### src/rtl/painterengine_gpu_pkg.sv
// rtl/painterengine_gpu_pkg.sv - shared state encodings and AXI codes for the gpu reader
package painterengine_gpu_pkg;

  typedef enum logic [2:0] {
    ST_INIT,
    ST_CALC,
    ST_ADDR,
    ST_DATA,
    ST_DRAIN,
    ST_DONE,
    ST_ERROR
  } reader_state_t;

  localparam int         DEFAULT_MAX_BURST = 16;
  localparam logic [1:0] AXI_RESP_OKAY     = 2'b00;
  localparam logic [1:0] AXI_BURST_INCR    = 2'b01;
  localparam logic [2:0] AXI_SIZE_4B       = 3'b010;

endpackage

### src/rtl/painterengine_gpu_reader_burstcalc.sv
// rtl/painterengine_gpu_reader_burstcalc.sv - beats in next burst: min(remaining, MAX_BURST, words left in 4 KB page)
module painterengine_gpu_reader_burstcalc
  import painterengine_gpu_pkg::*;
#(
  parameter int MAX_BURST = DEFAULT_MAX_BURST
) (
  input  logic [31:0] remaining,
  input  logic [9:0]  word_offset,
  output logic [8:0]  burst
);

  logic [10:0] page_room;

  always_comb begin
    // 1..1024 words until the next 4 KB boundary
    page_room = 11'd1024 - {1'b0, word_offset};
    burst     = 9'(MAX_BURST);
    if ({21'd0, page_room} < 32'(MAX_BURST)) begin
      burst = page_room[8:0];
    end
    if (remaining < {23'd0, burst}) begin
      burst = remaining[8:0];
    end
  end

endmodule

### src/rtl/painterengine_gpu_reader.sv
// rtl/painterengine_gpu_reader.sv - AXI4 read master streaming a word buffer to the display engine
module painterengine_gpu_reader
  import painterengine_gpu_pkg::*;
#(
  parameter int MAX_BURST = DEFAULT_MAX_BURST
) (
  input  logic        i_wire_clock,
  input  logic        i_wire_resetn,
  input  logic [31:0] i_wire_address,
  input  logic [31:0] i_wire_length,
  output logic        o_wire_done,
  output logic        o_wire_error,
  output logic [31:0] o_wire_data,
  output logic        o_wire_data_valid,
  input  logic        i_wire_data_next,
  output logic [31:0] o_wire_araddr,
  output logic [7:0]  o_wire_arlen,
  output logic [2:0]  o_wire_arsize,
  output logic [1:0]  o_wire_arburst,
  output logic        o_wire_arvalid,
  input  logic        i_wire_arready,
  input  logic [31:0] i_wire_rdata,
  input  logic [1:0]  i_wire_rresp,
  input  logic        i_wire_rlast,
  input  logic        i_wire_rvalid,
  output logic        o_wire_rready
);

  reader_state_t state;
  logic          init_latched;
  logic [31:0]   remaining;
  logic [31:0]   cur_addr;
  logic [8:0]    burst;
  logic [8:0]    beat_cnt;
  logic [8:0]    calc_burst;
  logic          beat;
  logic          last_beat;
  logic          beat_ok;

  painterengine_gpu_reader_burstcalc #(
    .MAX_BURST(MAX_BURST)
  ) u_burstcalc (
    .remaining  (remaining),
    .word_offset(cur_addr[11:2]),
    .burst      (calc_burst)
  );

  assign o_wire_arsize  = AXI_SIZE_4B;
  assign o_wire_arburst = AXI_BURST_INCR;

  // R channel is a pure pass-through so the pixel word costs no latency
  always_comb begin
    o_wire_rready     = (state == ST_DATA) ? i_wire_data_next : (state == ST_DRAIN);
    beat              = i_wire_rvalid && o_wire_rready;
    last_beat         = (beat_cnt == burst - 9'd1);
    beat_ok           = (i_wire_rresp == AXI_RESP_OKAY) && (i_wire_rlast == last_beat);
    o_wire_data_valid = (state == ST_DATA) && beat && beat_ok;
    o_wire_data       = o_wire_data_valid ? i_wire_rdata : 32'd0;
  end

  always_ff @(posedge i_wire_clock or negedge i_wire_resetn) begin
    if (!i_wire_resetn) begin
      state          <= ST_INIT;
      init_latched   <= 1'b0;
      remaining      <= 32'd0;
      cur_addr       <= 32'd0;
      burst          <= 9'd0;
      beat_cnt       <= 9'd0;
      o_wire_done    <= 1'b0;
      o_wire_error   <= 1'b0;
      o_wire_arvalid <= 1'b0;
      o_wire_araddr  <= 32'd0;
      o_wire_arlen   <= 8'd0;
    end else begin
      case (state)
        ST_INIT: begin
          if (!init_latched) begin
            remaining    <= i_wire_length;
            cur_addr     <= i_wire_address;
            init_latched <= 1'b1;
          end else if (remaining == 32'd0) begin
            state       <= ST_DONE;
            o_wire_done <= 1'b1;
          end else if (cur_addr[1:0] != 2'b00) begin
            state        <= ST_ERROR;
            o_wire_error <= 1'b1;
          end else begin
            state <= ST_CALC;
          end
        end
        ST_CALC: begin
          burst          <= calc_burst;
          beat_cnt       <= 9'd0;
          o_wire_araddr  <= cur_addr;
          o_wire_arlen   <= 8'(calc_burst - 9'd1);
          o_wire_arvalid <= 1'b1;
          state          <= ST_ADDR;
        end
        ST_ADDR: begin
          if (i_wire_arready) begin
            o_wire_arvalid <= 1'b0;
            state          <= ST_DATA;
          end
        end
        ST_DATA: begin
          if (beat) begin
            if (!beat_ok) begin
              o_wire_error <= 1'b1;
              state        <= i_wire_rlast ? ST_ERROR : ST_DRAIN;
            end else begin
              remaining <= remaining - 32'd1;
              beat_cnt  <= beat_cnt + 9'd1;
              if (last_beat) begin
                cur_addr <= cur_addr + {21'd0, burst, 2'b00};
                if (remaining == 32'd1) begin
                  state       <= ST_DONE;
                  o_wire_done <= 1'b1;
                end else begin
                  state <= ST_CALC;
                end
              end
            end
          end
        end
        ST_DRAIN: begin
          if (i_wire_rvalid && i_wire_rlast) begin
            state <= ST_ERROR;
          end
        end
        ST_DONE:  state <= ST_DONE;
        ST_ERROR: state <= ST_ERROR;
        default:  state <= ST_ERROR;
      endcase
    end
  end

endmodule

### config.mk
export PLATFORM = sky130hd
export DESIGN_NAME = painterengine_gpu_reader
export DESIGN_NICKNAME = d
export VERILOG_FILES = /design/src/rtl/painterengine_gpu_pkg.sv /design/src/rtl/painterengine_gpu_reader_burstcalc.sv /design/src/rtl/painterengine_gpu_reader.sv
export SDC_FILE = /design/constraint.sdc
export NUM_CORES = 1
export LEC_CHECK = 0
export BUFFER_PORTS_ARGS = -buffer_cell sky130_fd_sc_hd__buf_2
export CORE_MARGIN = 8
export CORE_UTILIZATION = 31
export CTS_CLUSTER_DIAMETER = 80
export DETAILED_ROUTE_END_ITERATION = 7
export GPL_TIMING_DRIVEN = 0
export SLEW_MARGIN = 5
export SYNTH_ARGS = -nofsm -noshare
export SYNTH_HDL_FRONTEND = slang
export SYNTH_SLANG_ARGS = --single-unit
export TNS_END_PERCENT = 20
### constraint.sdc
create_clock -name i_wire_clock -period 4.5 [get_ports i_wire_clock]
set_clock_uncertainty 0.2 [all_clocks]
set_input_delay 0.9 -clock i_wire_clock [delete_from_list [all_inputs] [get_ports i_wire_clock]]
set_output_delay 0.9 -clock i_wire_clock [all_outputs]
set_load 0.05 [all_outputs]
==> impl_metrics.json <==
{
  "grtUsageTotal_pct": 18.41,
  "die_area_um2": 31040,
  "cts.sinks": 129,
  "cts_tree": "yes",
  "io_buffers": 179,
  "fin_crit_ns": 4.388,
  "critPathCaptureType": "output pin",
  "final_hold_viol_count": 0,
  "cts_buffers": 17,
  "intPower_mw": 2.036,
  "via_per_inst": 5.371,
  "r2r_end": "o_wire_arlen[6]",
  "final_common_cell": "nand2_1",
  "clk-insertion-delay-late_ns": 0.43,
  "slew_viol_final": 0,
  "cp-endpoint": "o_wire_data[15]",
  "swShare_pct": 22.87,
  "netlist_instances": 986,
  "grt_pass1_vias": 8018,
  "reg2reg_depth": 23,
  "hold_buffers": 0,
  "hold_path_class": "input port to async pin",
  "grt_max_degree": 71,
  "synth_cell_types": 66,
  "drive_gt1_share_pct": 22.23,
  "gr-total-overflow": 0,
  "dp_hpwl_um": 22030,
  "tns_ns": 0,
  "max_slew_margin_pct": 18.00,
  "async_flop_share_pct": 100.0,
  "area_growth_pct": 29.42,
  "clk_pin_slew_ns": 0.06,
  "fin_nets": 1335,
  "maxCapViolCount": 0,
  "synth_seq_area_share_pct": 40.59,
  "fp-row-count": 58,
  "setup_viol": 0,
  "crit-reg2reg-launch": "cur_addr[2]",
  "final_antenna_net_count": 0,
  "worst_pin_slew_ns": 1.219,
  "synth-seq-cells": 129,
  "cp_slowest_cell": "a2111oi_4",
  "status": "finished clean",
  "worstSetupPathType": "register to output pin",
  "pre_cts_slack_ns": -0.8780,
  "io_pins": 186,
  "synth.avg_cell_area_um2": 8.067,
  "synth.cell_area_um2": 7954,
  "die_w_um": 176.2,
  "antenna_found_initial": 0,
  "pwr-share-clk_pct": 51.2,
  "dr.pass1.iters": 8,
  "max_freq_mhz": 227.9,
  "peakVddDrop_mv": 0.1870,
  "period_share_pct": 97.52,
  "fp.coreArea_um2": 25180,
  "diodes": 0,
  "synth_ff_type": "dfrtp_1",
  "p_per_area_nw_per_um2": 256.4,
  "drt_iter0_drc": 731,
  "p_leak_nw": 4.720,
  "startpoint": "burst[1]",
  "power_frac_seq_pct": 44.2,
  "detail_route.wl_per_cell_um": 19.04,
  "crit_arrival_ns": 3.29,
  "die_y_um": 176.2,
  "cp_cell_sequence": "inv_2, ha_4, or4b_4, and4bb_1, a211oi_2, a2111oi_4, xor2_2, nor2_4, buf_12, buf_6, and2_1, buf_4",
  "drc": 0,
  "gp_congestion": 0.9216,
  "vias": 8319,
  "final_cell_mix": "165 x nand2_1, 151 x buf_2, 127 x dfrtp_1",
  "utilization_pct": 40.88,
  "power.switching_mw": 0.6034,
  "max_stage_delay_ns": 0.48,
  "cts.root.buffer_cell": "clkbuf_16",
  "clk_path_buf_depth": 2,
  "grt_pass1_wl_um": 45040,
  "cp-start-kind": "register",
  "required_ns": 3.40,
  "synth-edff-count": 0,
  "start_util_pct": 31.59,
  "cts_htree_levels": 4,
  "hold_ws_ns": 0.2471,
  "routed_wl_um": 29500,
  "setup_slack_ns": 0.1117,
  "yosysWarnings": 0,
  "path_max_fanout": 10,
  "finalPower_mw": 2.639,
  "comb_power_share_pct": 4.6,
  "ff2ff_setup_slack_ns": 0.21
}
## worst min-delay path by stage
stage	start	end	slack [ns]	cells after the start
2_1_floorplan	remaining[28]	remaining[28]	0.25	1
3_3_place_gp	o_wire_arlen[3]	o_wire_arlen[3]	0.25	2
3_5_place_dp	o_wire_araddr[8]	o_wire_araddr[8]	0.26	2
4_1_cts	i_wire_resetn	beat_cnt[4]	0.27	1
5_1_grt	i_wire_resetn	beat_cnt[4]	0.29	1
6_report	i_wire_resetn	beat_cnt[4]	0.25	1
## cells in the mapped netlist (all sizes together) (2+ instances only)
| cell | instances | area, µm² |
|---|---|---|
| a211oi | 8 | 60.06 |
| a21o | 10 | 75.07 |
| a21oi | 77 | 385.4 |
| a22o | 4 | 35.03 |
| a22oi | 9 | 67.56 |
| a311oi | 2 | 17.52 |
| a31oi | 11 | 68.82 |
| a41o | 4 | 40.04 |
| a41oi | 3 | 26.28 |
| and2 | 34 | 212.7 |
| and3 | 9 | 56.30 |
| buf | 14 | 107.6 |
| clkbuf | 44 | 166.4 |
| conb | 2 | 7.510 |
| dfrtp | 129 | 3228 |
| ha | 23 | 287.8 |
| inv | 28 | 105.1 |
| mux2i | 5 | 50.05 |
| nand2 | 165 | 619.3 |
| nand2b | 6 | 37.54 |
| nand3 | 32 | 160.2 |
| nand4 | 15 | 93.84 |
| nor2 | 87 | 326.6 |
| nor2b | 5 | 31.28 |
| nor3 | 29 | 145.1 |
| nor4 | 16 | 100.1 |
| o211ai | 4 | 30.03 |
| o21a | 8 | 67.56 |
| o21ai | 102 | 514.2 |
| o221a | 2 | 22.52 |
| o22ai | 20 | 125.1 |
| o2bb2ai | 2 | 17.52 |
| o31ai | 11 | 82.58 |
| or2 | 3 | 18.77 |
| or3 | 11 | 68.82 |
| or4 | 6 | 45.04 |
| xnor2 | 13 | 113.9 |
| xor2 | 13 | 121.4 |
## power by group through the flow
stage	Clock [mW]	Sequential, mW	Combinational, mW
floorplan	0	1.19	0.0369
global placement	0	1.19	0.117
detailed placement	0	1.19	0.120
CTS	1.37	1.17	0.121
global route	1.42	1.17	0.134
finish	1.35	1.17	0.121
## flip-flops by register name, summed over array words and instances (netlist names)
signal,flops
o_wire_arvalid,1
remaining,32
o_wire_araddr,32
o_wire_error,1
init_latched,1
o_wire_done,1
cur_addr,32
o_wire_arlen,8
beat_cnt,9
burst,9
state,3
## per-layer routing
metal | global-route usage, % | vias up | share of wire (%)
li1 | - | 3953 | -
met1 | 23.82 | 3979 | 43
met2 | 29.15 | 332 | 47
met3 | 4.379 | 55 | 7.5
met4 | 7.383 | 0 | 2.9
met5 | 0 | - | 0
## critical path: cells and delay by family, from the launching register on
kind | cells | cell delay [ns]
adders and majority gates | 1 | 0.14
xor gates and xnor gates | 1 | 0.25
AOI/OAI and AO/OA | 2 | 0.54
and+or+nand+nor | 4 | 0.98
DFF | 1 | 0.39
buffers and inverters | 4 | 0.55
## repair_timing
action | CTS | global route
gates cloned | 0 | 2
buffers inserted | 5 | 8
gates resized for setup | 54 | 33
setup endpoints to repair | 42 | 34
pin swaps | 4 | 4
hold endpoints to repair | 0 | 0
## kinds of logic after synthesis
| group | after synthesis | synth area share [%] |
|---|---|---|
| mux | 5 | 0.6293 |
| simple gates | 425 | 24.96 |
| flops | 129 | 40.59 |
| compound gates | 288 | 22.01 |
| other cells | 2 | 0.09442 |
| xor+xnor | 26 | 2.957 |
| fa+ha+maj | 25 | 3.996 |
| buf+inv | 86 | 4.766 |
## cell type report
type                            count  area, µm²
Fill cell                        2589      14890
Multi-Input combinational cell    778       4467
Sequential cell                   129       3231
Timing Repair Buffer              195       1209
Clock buffer                       20      446.7
Tap cell                          330      412.9
Buffer                             58      307.8
Clock inverter                     11      115.1
Inverter                           28      105.1
## through the flow
step,instance area (µm²),instances
after global placement,9290,1502
final,10290,1549
after floorplan,7981,993
after global routing,10290,1549
after CTS,10070,1539
after detailed placement,9324,1503
Note: power is estimated with default switching activity, not from simulation.
